## src/rtl/fb_scanout_pkg.sv

```systemverilog
// Shared types and default raster constants for the frame-buffer scanout path.
`ifndef FRAME_BUFFER_ADDR_SIZE
`define FRAME_BUFFER_ADDR_SIZE 19
`endif

package fb_scanout_pkg;

  typedef logic [23:0] Color;

  localparam int H_ACTIVE_DEF = 640;
  localparam int V_ACTIVE_DEF = 480;

  typedef enum logic [1:0] {
    IDLE  = 2'd0,
    FETCH = 2'd1,
    DRAIN = 2'd2,
    DONE  = 2'd3
  } scan_state_e;

  // Counter width for a range of n values, never narrower than one bit.
  function automatic int cnt_width(input int n);
    return (n > 1) ? $clog2(n) : 1;
  endfunction

endpackage

```

## src/rtl/fb_scanout_if.sv

```systemverilog
// Frame-buffer read port plus pixel stream; master is the scanout engine.
interface fb_scanout_if
  import fb_scanout_pkg::*;
#(
  parameter int ADDR_W = `FRAME_BUFFER_ADDR_SIZE
);

  logic              fb_rd_en;
  logic [ADDR_W-1:0] fb_addr;
  logic              fb_rd_valid;
  Color              fb_rd_data;
  logic              pix_valid;
  logic              pix_ready;
  Color              pix_color;
  logic              pix_sol;
  logic              pix_eof;

  modport master (
    output fb_rd_en, fb_addr, pix_valid, pix_color, pix_sol, pix_eof,
    input  fb_rd_valid, fb_rd_data, pix_ready
  );

  modport slave (
    input  fb_rd_en, fb_addr, pix_valid, pix_color, pix_sol, pix_eof,
    output fb_rd_valid, fb_rd_data, pix_ready
  );

endinterface

```

## src/rtl/fb_scanout_checker.sv

```systemverilog
// Configuration and credit invariants for fb_scanout.
module fb_scanout_checker #(
  parameter int H_ACTIVE   = 640,
  parameter int V_ACTIVE   = 480,
  parameter int FIFO_DEPTH = 4,
  parameter int ADDR_W     = 19,
  parameter int CW         = 3
) (
  input logic        clk,
  input logic        n_rst,
  input logic [CW:0] inflight
);

  if ((longint'(H_ACTIVE) * longint'(V_ACTIVE)) > (longint'(1) << ADDR_W)) begin : g_fit_fail
    $error("fb_scanout: frame of %0d x %0d does not fit in %0d address bits",
           H_ACTIVE, V_ACTIVE, ADDR_W);
  end

  if ((FIFO_DEPTH < 2) || ((FIFO_DEPTH & (FIFO_DEPTH - 1)) != 0)) begin : g_depth_fail
    $error("fb_scanout: FIFO_DEPTH %0d must be a power of two >= 2", FIFO_DEPTH);
  end

  a_credit: assert property (@(posedge clk) disable iff (!n_rst)
                             inflight <= (CW+1)'(FIFO_DEPTH))
    else $error("fb_scanout: outstanding plus buffered exceeds FIFO depth");

endmodule

```

## src/rtl/fb_scanout_fifo.sv

```systemverilog
// Show-ahead synchronous FIFO: head is the oldest entry whenever empty is low.
module fb_scanout_fifo #(
  parameter  int WIDTH = 24,
  parameter  int DEPTH = 4,
  localparam int PW    = (DEPTH > 1) ? $clog2(DEPTH) : 1,
  localparam int CW    = $clog2(DEPTH + 1)
) (
  input  logic             clk,
  input  logic             n_rst,
  input  logic             push,
  input  logic [WIDTH-1:0] din,
  input  logic             pop,
  output logic [WIDTH-1:0] head,
  output logic [CW-1:0]    count,
  output logic             empty
);

  logic [WIDTH-1:0] mem_r [DEPTH];
  logic [PW-1:0]    wr_ptr_r;
  logic [PW-1:0]    rd_ptr_r;
  logic [CW-1:0]    count_r;
  logic             full_s;
  logic             do_push_s;
  logic             do_pop_s;

  // Qualify push/pop; a push into a full FIFO is only legal alongside a pop.
  always_comb begin
    full_s    = (count_r == CW'(DEPTH));
    do_pop_s  = pop && (count_r != CW'(0));
    do_push_s = push && (!full_s || do_pop_s);
  end

  // Pointers and occupancy.
  always_ff @(posedge clk or negedge n_rst) begin
    if (!n_rst) begin
      wr_ptr_r <= PW'(0);
      rd_ptr_r <= PW'(0);
      count_r  <= CW'(0);
    end else begin
      if (do_push_s) wr_ptr_r <= wr_ptr_r + PW'(1);
      if (do_pop_s)  rd_ptr_r <= rd_ptr_r + PW'(1);
      case ({do_push_s, do_pop_s})
        2'b10:   count_r <= count_r + CW'(1);
        2'b01:   count_r <= count_r - CW'(1);
        default: count_r <= count_r;
      endcase
    end
  end

  // Storage array.
  always_ff @(posedge clk or negedge n_rst) begin
    if (!n_rst) begin
      for (int i = 0; i < DEPTH; i++) mem_r[i] <= WIDTH'(0);
    end else if (do_push_s) begin
      mem_r[wr_ptr_r] <= din;
    end
  end

  assign head  = mem_r[rd_ptr_r];
  assign count = count_r;
  assign empty = (count_r == CW'(0));

endmodule

```

## src/rtl/fb_scanout.sv

```systemverilog
// Raster-order frame-buffer reader; credit-limited prefetch absorbs read latency.
module fb_scanout
  import fb_scanout_pkg::*;
#(
  parameter int H_ACTIVE   = H_ACTIVE_DEF,
  parameter int V_ACTIVE   = V_ACTIVE_DEF,
  parameter int FIFO_DEPTH = 4,
  parameter int ADDR_W     = `FRAME_BUFFER_ADDR_SIZE
) (
  input  logic         clk,
  input  logic         n_rst,
  input  logic         start,
  fb_scanout_if.master bus,
  output logic         busy,
  output logic         frame_done
);

  localparam int CW = $clog2(FIFO_DEPTH + 1);
  localparam int XW = cnt_width(H_ACTIVE);
  localparam int YW = cnt_width(V_ACTIVE);
  localparam logic [ADDR_W-1:0] LAST_ADDR = ADDR_W'(H_ACTIVE * V_ACTIVE - 1);

  scan_state_e       state_r;
  scan_state_e       state_nxt_s;
  logic [ADDR_W-1:0] rd_addr_r;
  logic [CW-1:0]     outs_r;
  logic [XW-1:0]     x_r;
  logic [YW-1:0]     y_r;

  logic [CW-1:0]     fifo_count_s;
  logic              fifo_empty_s;
  Color              fifo_head_s;
  logic [CW:0]       inflight_s;
  logic              fetch_s;
  logic              busy_s;
  logic              done_s;
  logic              issue_s;
  logic              ret_s;
  logic              pop_s;
  logic              x_last_s;
  logic              y_last_s;
  logic              eof_s;
  logic              begin_s;

  fb_scanout_fifo #(
    .WIDTH ($bits(Color)),
    .DEPTH (FIFO_DEPTH)
  ) u_fifo (
    .clk   (clk),
    .n_rst (n_rst),
    .push  (ret_s),
    .din   (bus.fb_rd_data),
    .pop   (pop_s),
    .head  (fifo_head_s),
    .count (fifo_count_s),
    .empty (fifo_empty_s)
  );

  fb_scanout_checker #(
    .H_ACTIVE   (H_ACTIVE),
    .V_ACTIVE   (V_ACTIVE),
    .FIFO_DEPTH (FIFO_DEPTH),
    .ADDR_W     (ADDR_W),
    .CW         (CW)
  ) u_chk (
    .clk      (clk),
    .n_rst    (n_rst),
    .inflight (inflight_s)
  );

  // Credit, handshake and raster-position decode.
  always_comb begin
    inflight_s = {1'b0, outs_r} + {1'b0, fifo_count_s};
    issue_s    = fetch_s && (inflight_s < (CW+1)'(FIFO_DEPTH));
    ret_s      = bus.fb_rd_valid && (outs_r != CW'(0));
    pop_s      = !fifo_empty_s && bus.pix_ready;
    x_last_s   = (x_r == XW'(H_ACTIVE - 1));
    y_last_s   = (y_r == YW'(V_ACTIVE - 1));
    eof_s      = x_last_s && y_last_s;
    begin_s    = (state_r == IDLE) && start;
  end

  // State register.
  always_ff @(posedge clk or negedge n_rst) begin
    if (!n_rst) state_r <= IDLE;
    else        state_r <= state_nxt_s;
  end

  // Next-state logic.
  always_comb begin
    state_nxt_s = state_r;
    case (state_r)
      IDLE: begin
        if (start) state_nxt_s = FETCH;
        else       state_nxt_s = IDLE;
      end
      FETCH: begin
        if (issue_s && (rd_addr_r == LAST_ADDR)) state_nxt_s = DRAIN;
        else                                     state_nxt_s = FETCH;
      end
      DRAIN: begin
        if (pop_s && eof_s) state_nxt_s = DONE;
        else                state_nxt_s = DRAIN;
      end
      DONE:    state_nxt_s = IDLE;
      default: state_nxt_s = IDLE;
    endcase
  end

  // State-decoded controls.
  always_comb begin
    fetch_s = 1'b0;
    busy_s  = 1'b1;
    done_s  = 1'b0;
    case (state_r)
      IDLE:    busy_s  = 1'b0;
      FETCH:   fetch_s = 1'b1;
      DRAIN:   fetch_s = 1'b0;
      DONE:    done_s  = 1'b1;
      default: busy_s  = 1'b0;
    endcase
  end

  // Read address and outstanding-request counter.
  always_ff @(posedge clk or negedge n_rst) begin
    if (!n_rst) begin
      rd_addr_r <= ADDR_W'(0);
      outs_r    <= CW'(0);
    end else begin
      if (begin_s)      rd_addr_r <= ADDR_W'(0);
      else if (issue_s) rd_addr_r <= rd_addr_r + ADDR_W'(1);
      case ({issue_s, ret_s})
        2'b10:   outs_r <= outs_r + CW'(1);
        2'b01:   outs_r <= outs_r - CW'(1);
        default: outs_r <= outs_r;
      endcase
    end
  end

  // Output raster position, advanced on each accepted pixel.
  always_ff @(posedge clk or negedge n_rst) begin
    if (!n_rst) begin
      x_r <= XW'(0);
      y_r <= YW'(0);
    end else if (begin_s) begin
      x_r <= XW'(0);
      y_r <= YW'(0);
    end else if (pop_s) begin
      if (x_last_s) begin
        x_r <= XW'(0);
        y_r <= y_last_s ? YW'(0) : y_r + YW'(1);
      end else begin
        x_r <= x_r + XW'(1);
      end
    end
  end

  assign bus.fb_rd_en  = issue_s;
  assign bus.fb_addr   = rd_addr_r;
  assign bus.pix_valid = !fifo_empty_s;
  assign bus.pix_color = fifo_head_s;
  assign bus.pix_sol   = !fifo_empty_s && (x_r == XW'(0));
  assign bus.pix_eof   = !fifo_empty_s && eof_s;
  assign busy          = busy_s;
  assign frame_done    = done_s;

endmodule

```

## src/flat_wrapper.sv

```systemverilog
// flat-port wrapper written by rule: the top's interface ports become plain ports
module fb_scanout_flat import fb_scanout_pkg::*;
#(
  parameter int H_ACTIVE   = H_ACTIVE_DEF,
  parameter int V_ACTIVE   = V_ACTIVE_DEF,
  parameter int FIFO_DEPTH = 4,
  parameter int ADDR_W     = `FRAME_BUFFER_ADDR_SIZE
)
  (clk, n_rst, start, busy, frame_done, bus_fb_rd_en, bus_fb_addr, bus_pix_valid, bus_pix_color, bus_pix_sol, bus_pix_eof, bus_fb_rd_valid, bus_fb_rd_data, bus_pix_ready);
  fb_scanout_if #(.ADDR_W(ADDR_W)) bus_i ();
  input  logic clk;
  input  logic n_rst;
  input  logic start;
  output logic busy;
  output logic frame_done;
  output wire logic [$bits(bus_i.fb_rd_en)-1:0] bus_fb_rd_en;
  output wire logic [$bits(bus_i.fb_addr)-1:0] bus_fb_addr;
  output wire logic [$bits(bus_i.pix_valid)-1:0] bus_pix_valid;
  output wire logic [$bits(bus_i.pix_color)-1:0] bus_pix_color;
  output wire logic [$bits(bus_i.pix_sol)-1:0] bus_pix_sol;
  output wire logic [$bits(bus_i.pix_eof)-1:0] bus_pix_eof;
  input wire logic [$bits(bus_i.fb_rd_valid)-1:0] bus_fb_rd_valid;
  input wire logic [$bits(bus_i.fb_rd_data)-1:0] bus_fb_rd_data;
  input wire logic [$bits(bus_i.pix_ready)-1:0] bus_pix_ready;
  assign bus_fb_rd_en = bus_i.fb_rd_en;
  assign bus_fb_addr = bus_i.fb_addr;
  assign bus_pix_valid = bus_i.pix_valid;
  assign bus_pix_color = bus_i.pix_color;
  assign bus_pix_sol = bus_i.pix_sol;
  assign bus_pix_eof = bus_i.pix_eof;
  assign bus_i.fb_rd_valid = bus_fb_rd_valid;
  assign bus_i.fb_rd_data = bus_fb_rd_data;
  assign bus_i.pix_ready = bus_pix_ready;
  fb_scanout #(.H_ACTIVE(H_ACTIVE), .V_ACTIVE(V_ACTIVE), .FIFO_DEPTH(FIFO_DEPTH), .ADDR_W(ADDR_W)) u_core (.clk(clk), .n_rst(n_rst), .start(start), .bus(bus_i), .busy(busy), .frame_done(frame_done));
endmodule
```

## config.mk

```make
export PLATFORM = sky130hd
export DESIGN_NAME = fb_scanout_flat
export DESIGN_NICKNAME = d
export VERILOG_FILES = /design/src/rtl/fb_scanout_pkg.sv /design/src/rtl/fb_scanout_if.sv /design/src/rtl/fb_scanout_checker.sv /design/src/rtl/fb_scanout_fifo.sv /design/src/rtl/fb_scanout.sv /design/src/flat_wrapper.sv
export SDC_FILE = /design/constraint.sdc
export NUM_CORES = 1
export LEC_CHECK = 0
export CORE_MARGIN = 10
export CORE_UTILIZATION = 60
export CTS_CLUSTER_SIZE = 8
export DETAILED_ROUTE_END_ITERATION = 8
export DONT_BUFFER_PORTS = 1
export PLACE_DENSITY = 0.81
export SYNTH_ARGS = -nofsm -noshare
export SYNTH_HDL_FRONTEND = slang
export SYNTH_SLANG_ARGS = --single-unit
```

## constraint.sdc

```tcl
create_clock -name clk -period 3 [get_ports clk]
set_input_delay 0.75 -clock clk [delete_from_list [all_inputs] [get_ports clk]]
set_output_delay 0.75 -clock clk [all_outputs]
set_load 0.05 [all_outputs]
```

Word-level counts from Yosys, hierarchy flattened

Index checks and enable logic that the tools add are counted.

Output and inout bits: 49
Bits in registers: 146
Word-level logic and storage cells: 89
Input port bits: 29

Mux-type cells: 24
Equal/unequal tests: 11
Add/subtract/negate cells: 10
Reductions and logical operators: 26
Magnitude comparators: 4
Bitwise operators: 2

Operators with widths:

| cell                                                | number |
|---|---|
| bitwise mux 96 bit                                  | 1 |
| 2-to-1 mux 24 bit                                   | 3 |
| binary-select mux 24 bit (select 2 bit)             | 1 |
| demux 24 bit (select 2 bit)                         | 1 |
| 2-to-1 mux 19 bit                                   | 2 |
| 2-to-1 mux 9 bit                                    | 4 |
| 2-to-1 mux 10 bit                                   | 3 |
| adder 19 x 1 -> 19 bit, second input constant       | 1 |
| equality test 19 bit, second input constant         | 1 |
| logical AND 1 bit                                   | 12 |
| case mux 3 bit (2 select lines)                     | 2 |
| adder 10 x 1 -> 10 bit, second input constant       | 1 |
| equality test 10 bit, second input constant         | 1 |
| zero test 10 bit                                    | 1 |
| nonzero test 2 bit                                  | 5 |
| adder 9 x 1 -> 9 bit, second input constant         | 1 |
| equality test 9 bit, second input constant          | 1 |
| equality test 2 bit, second input constant          | 4 |
| case mux 2 bit (4 select lines)                     | 1 |
| adder 3 x 1 -> 3 bit, second input constant         | 2 |
| equality test 2 x 1 -> 1 bit, second input constant | 3 |
| >= comparator 3 bit, second input constant          | 2 |
| inverter 2 -> 3 bit                                 | 2 |
| nonzero test 3 bit                                  | 2 |
| other kinds (13)                                    | 20 |

Longest topological paths before layout

Depth after elaboration: 8
Depth in mapped cells: 10
Mapped depth without buffers: 9

Modules after synthesis

A second synthesis with hierarchy kept.

Cells, all modules: 536
Area, all modules: 7000.5 um^2

By module, submodules not included:

| module          | area an instance (um^2) | seq. area each (um^2) | cells an instance | times used |
|---|---|---|---|---|
| fb_scanout_fifo | 4581.9                  | 2577.5                | 270               | 1 |
| fb_scanout      | 2418.6                  | 1076.0                | 266               | 1 |

Worst setup path after synthesis

No wires, ideal clock.

Path type: register to output
Start: register u_core.x_r[0]
End: output bus_pix_sol
Slack: -0.416 ns
Buffers on the path: 0
Data required time: 2.250 ns
Cell stages (with the launch flop): 5
Data arrival time: 2.666 ns
Path through: dfrtp_1 inv_1 ha_1 or4b_2 nor4_1

Word-level cells in the longest chain between the ends: 2

Ends and longest elaborated chain:

| element                | line               | RTL |
|---|---|---|
| from (decl)            | fb_scanout.sv:27   | `logic [XW-1:0] x_r;` |
| from (signal assigned) | fb_scanout.sv:153  | `x_r <= x_r + XW'(1);` |
| zero test 10 bit       | fb_scanout.sv:162  | `assign bus.pix_sol = !fifo_empty_s && (x_r == XW'(0));` |
| logical AND 1 bit      | fb_scanout.sv:162  |  |
| to (decl)              | flat_wrapper.sv:20 | `output wire logic [$bits(bus_i.pix_sol)-1:0] bus_pix_sol;` |

Every way passes these cells.

Final worst setup path

Same ends and word-level chain as after synthesis.

==> flow_results.org <==
** Placed design
- Prior to clock tree synthesis, the placed netlist has a worst setup slack of 0.5947 ns.
- Detailed placement ended at an HPWL of 9278 µm.
- In this run the cell area measured after placement is 7232 µm².
- Final weighted congestion in routability-driven placement :: 0.8198
- Number of port buffers :: 0

** GRT
- The first global-routing pass estimated 23780 µm of wire.
- In the global route stage, overall resource usage came out at 0.1809.
- The total overflow left after global routing is 0.
- The initial antenna violation count is 0.
- The via count of the first global-routing pass came to 4605.
- Entering global routing, the biggest net connects 147 pins.

** STA
- Clock skew on the completed layout was measured at 0.009611 ns.
- Crit path setup slack, layout :: 0.1515 ns
- Final period demand of the worst path :: 2.848 ns
- Maximum clock rate :: 351.1 MHz
- Finish-stage setup viols :: 0
- Final Slew Violations :: 0
- Of the available clock period, the critical path in the final layout requires 0.9495.
- Worst slew margin :: 0.5345
- The number of endpoints with negative hold slack in the final report is 0.
- Setup repair after global routing left no endpoint under its margin.
- Slew at the pin closest to its max-slew limit :: 0.6974 ns
- After routing, the total negative slack on setup checks comes to 0 ns.

** Job
- Max capacitance violation total :: 0

** Detailed routing
- Routed length on met1 :: 5884 µm
- Number of design-rule violations left by the first detailed-router iteration :: 330
- Max layer used :: met4
- Vias per cell :: 6.281
- The routed layout has 4359 vias.
- Length of routed met2 wiring :: 7329 µm
- Final routed wire length divided by cell count :: 20.91 µm
- Before antenna repair, the detailed router went through 4 iterations.
- After detailed routing, the number of remaining DRC violations is 0.
- Routed wire length :: 14510 µm
- In the detailed route, the total length drawn on met3 is 1008 µm.
- Remaining antenna violation count :: 0

** Die
- In this run the core area contains 39 standard-cell rows.
- Starting Density :: 0.6167
- The die covers 16530 µm².
- Floorplan core area :: 11470 µm²
- Horiz. Die Dim :: 128.6 µm
- I/O pin cnt :: 78
- The floorplan step set the die height to 128.6 µm.

** CTS
- Clock root buffer :: sky130_fd_sc_hd__clkbuf_16
- Clock tree synthesis found a total of 146 sinks.
- Depth of the CTS H-tree :: 4
- Once the clock tree was built, the resizer swapped 0 gates to a different size.
- The number of hold buffers added after CTS was 0.
- TritonCTS clock tree :: built
- Clock-pin slew on the worst setup and hold paths :: 0.06 ns
- Post-CTS timing repair inserted 0 buffers for setup.
- Number of buffers inserted during clock tree synthesis :: 17
- Insertion delay of the later-clocked pin in the worst-skew pair :: 0.43 ns
- Counting along the longest clock path gives a buffer depth of 2.

** Power and ir drop
- Psw :: 4.077 mW
- The share of total power dissipated in sequential elements is 0.360.
- The share of total power dissipated in the clock network is 0.213.
- Proportion of total power due to net switching :: 0.4249
- Dividing total power by cell area gives a power density of 1230 nW/µm².
- Power consumption :: 9.594 mW
- Int Pwr :: 5.517 mW
- In this run the static leakage power is 3.313 nW.
- VDD sags by at most 0.9819 mV.
- Of the total power, combinational logic draws 0.427.

** Yosys
- Synthesis handed over a netlist of 532 instances.
- Post-Synthesis Mean Instance Area :: 13.29 µm²
- The synthesized design contains 0 enable-type register cells.
- Top post-synthesis cells by area :: sky130_fd_sc_hd__dfrtp_1 52%, sky130_fd_sc_hd__mux2_1 13%, sky130_fd_sc_hd__mux4_2 7.6%
- Async set-or-reset flop fraction in the synthesized netlist :: 1.000
- Area of the mapped netlist :: 7072 µm²
- Among all flip-flop cells after synthesis, the most frequent one is sky130_fd_sc_hd__dfrtp_1.
- During synthesis, Yosys emitted a total of 0 warnings.
- When the netlist entered floorplanning its net count stood at 574.
- Counting flops and latches in the post-synthesis netlist gives 146.
- Library cell with the highest instance count after synthesis :: sky130_fd_sc_hd__dfrtp_1
- Top cells by count, synth :: 146 x sky130_fd_sc_hd__dfrtp_1, 80 x sky130_fd_sc_hd__mux2_1, 28 x sky130_fd_sc_hd__nand2_1, 24 x sky130_fd_sc_hd__mux4_2
- Cell type with the largest total area after synthesis :: sky130_fd_sc_hd__dfrtp_1
- The netlist uses 56 different library cells.
- Sequential share of the synthesized area :: 0.5166
- Of the post-synthesis cell area, the dominant cell type holds 0.5166.

** Status
- Run status :: completed

** Setup path
- Critical path, cell by cell :: inv_1, ha_1, or4b_2, nor4_2, buf_4
- Critical path type :: flop to primary output
- At the worst endpoint, the arrival time is 2.10 ns.
- STA classifies the critical path startpoint as a flop.
- Buffer and inverter count on the worst path :: 2
- Highest net fanout along the worst path :: 4
- The largest individual stage delay along the critical path comes from the cell sky130_fd_sc_hd__or4b_2.
- STA puts the critical path data required time at 2.25 ns.
- In this design, the stage delay of the slowest critical-path cell is 0.59 ns.
- In this design, the largest share of critical-path delay is due to simple AND/OR/NAND/NOR gates.
- Capturing element type of the critical path :: primary output

** Finish
- Of the cells placed in the final design, the portion with a size suffix greater than 1 is 0.2069.
- Relative to the synthesized area, the layout overhead comes to 10.33%.
- The final layout contains 580 nets.
- After routing the design area is 7802 µm².
- # fillers :: 819
- Antenna cells :: 0

** Worst hold path
- Tightest Hold Check Type :: input pin to asynchronous set/reset pin
-- routing by layer --
metal  global-route usage  vias to the layer above
met3              0.06858                       22
li1                     -                     1985
met2               0.2973                      111
met5                    0                        -
met1               0.2102                     2241
met4              0.07269                        0
-- layout by cell type (no fill, tap or decap), drive strengths merged, types with 7 or more instances in the layout --
| cell type | instances |
|---|---|
| ha | 11 |
| nor2 | 9 |
| a21oi | 17 |
| mux2i | 10 |
| clkbuf | 19 |
| o21ai | 13 |
| nand3 | 15 |
| xor2 | 10 |
| mux2 | 96 |
| nor4 | 12 |
| or2 | 7 |
| clkinv | 7 |
| dfrtp | 146 |
| nand4 | 12 |
| mux4 | 24 |
| inv | 18 |
| buf | 15 |
| nand2 | 32 |
-- power groups by stage --
stage | combinational, mW | clock (mW) | sequential, mW
after global placement | 3.99 | 0 | 3.38
after floorplan | 3.53 | 0 | 3.37
after detailed placement | 4.14 | 0 | 3.47
after CTS | 4.17 | 2.07 | 3.46
final | 4.09 | 2.04 | 3.46
after global routing | 4.38 | 2.16 | 3.56
-- path summary, 6_finish.rpt --
kind                                                      from                                  end  slack, ns  depth (start not counted)
setup / recovery                     u_core.x_r[0]$_DFFE_PN0P_                          bus_pix_sol       0.15                          5
hold / removal                                           n_rst  u_core.u_fifo.mem_r[94]$_DFFE_PN0P_       0.02                          0
setup reg to reg                  u_core.outs_r[0]$_DFFE_PN0P_   u_core.u_fifo.count[2]$_DFFE_PN0P_       0.70                          6
hold reg to reg            u_core.u_fifo.mem_r[20]$_DFFE_PN0P_  u_core.u_fifo.mem_r[20]$_DFFE_PN0P_       0.48                          1
max in group asynchronous                                n_rst  u_core.u_fifo.mem_r[45]$_DFFE_PN0P_       2.77                          0
min in group clk                             bus_fb_rd_data[8]  u_core.u_fifo.mem_r[80]$_DFFE_PN0P_       0.45                          1
-- flip-flops by register name, summed over array words and instances, names as in the netlist, named ones only --
| register | flops |
|---|---|
| u_core.state_r | 1 |
| u_core.x_r | 10 |
| u_core.bus.fb_addr | 19 |
| u_core.outs_r | 3 |
| u_core.y_r | 9 |
| u_core.u_fifo.count | 3 |
| u_core.u_fifo.mem_r | 96 |
| u_core.u_fifo.wr_ptr_r | 2 |
| u_core.u_fifo.rd_ptr_r | 2 |
-- through the flow --
step                cells  hold WS (ns)    util
finish                694       0.02015  0.6804
global route          694     0.0008797  0.6804
CTS                   694      0.009856  0.6804
detailed placement    662        0.4598  0.6307
global placement      662        0.4604  0.6307
floorplan             532        0.4544       -
-- cell type report --
type,instances,area (µm²),area share
clock buffer,19,432.9,0.05548
tap,143,178.9,0.02293
sequential,146,3655,0.4684
clock inverter,13,137.6,0.01764
multi-input combinational,341,3209,0.4113
inverter,17,63.81,0.008178
timing repair buffer,15,125.1,0.01604
-- kinds of logic (layout without fill, tap and decap cells) --
family / after synthesis / after routing / synth area share
buf+inv: 45 / 64 / 0.03202
simple gates: 132 / 132 / 0.1194
mux: 130 / 130 / 0.2435
xor+xnor: 16 / 16 / 0.01982
flops: 146 / 146 / 0.5166
compound gates: 50 / 50 / 0.04353
fa+ha+maj: 13 / 13 / 0.02512
Note: power is estimated with default switching activity, not from simulation.
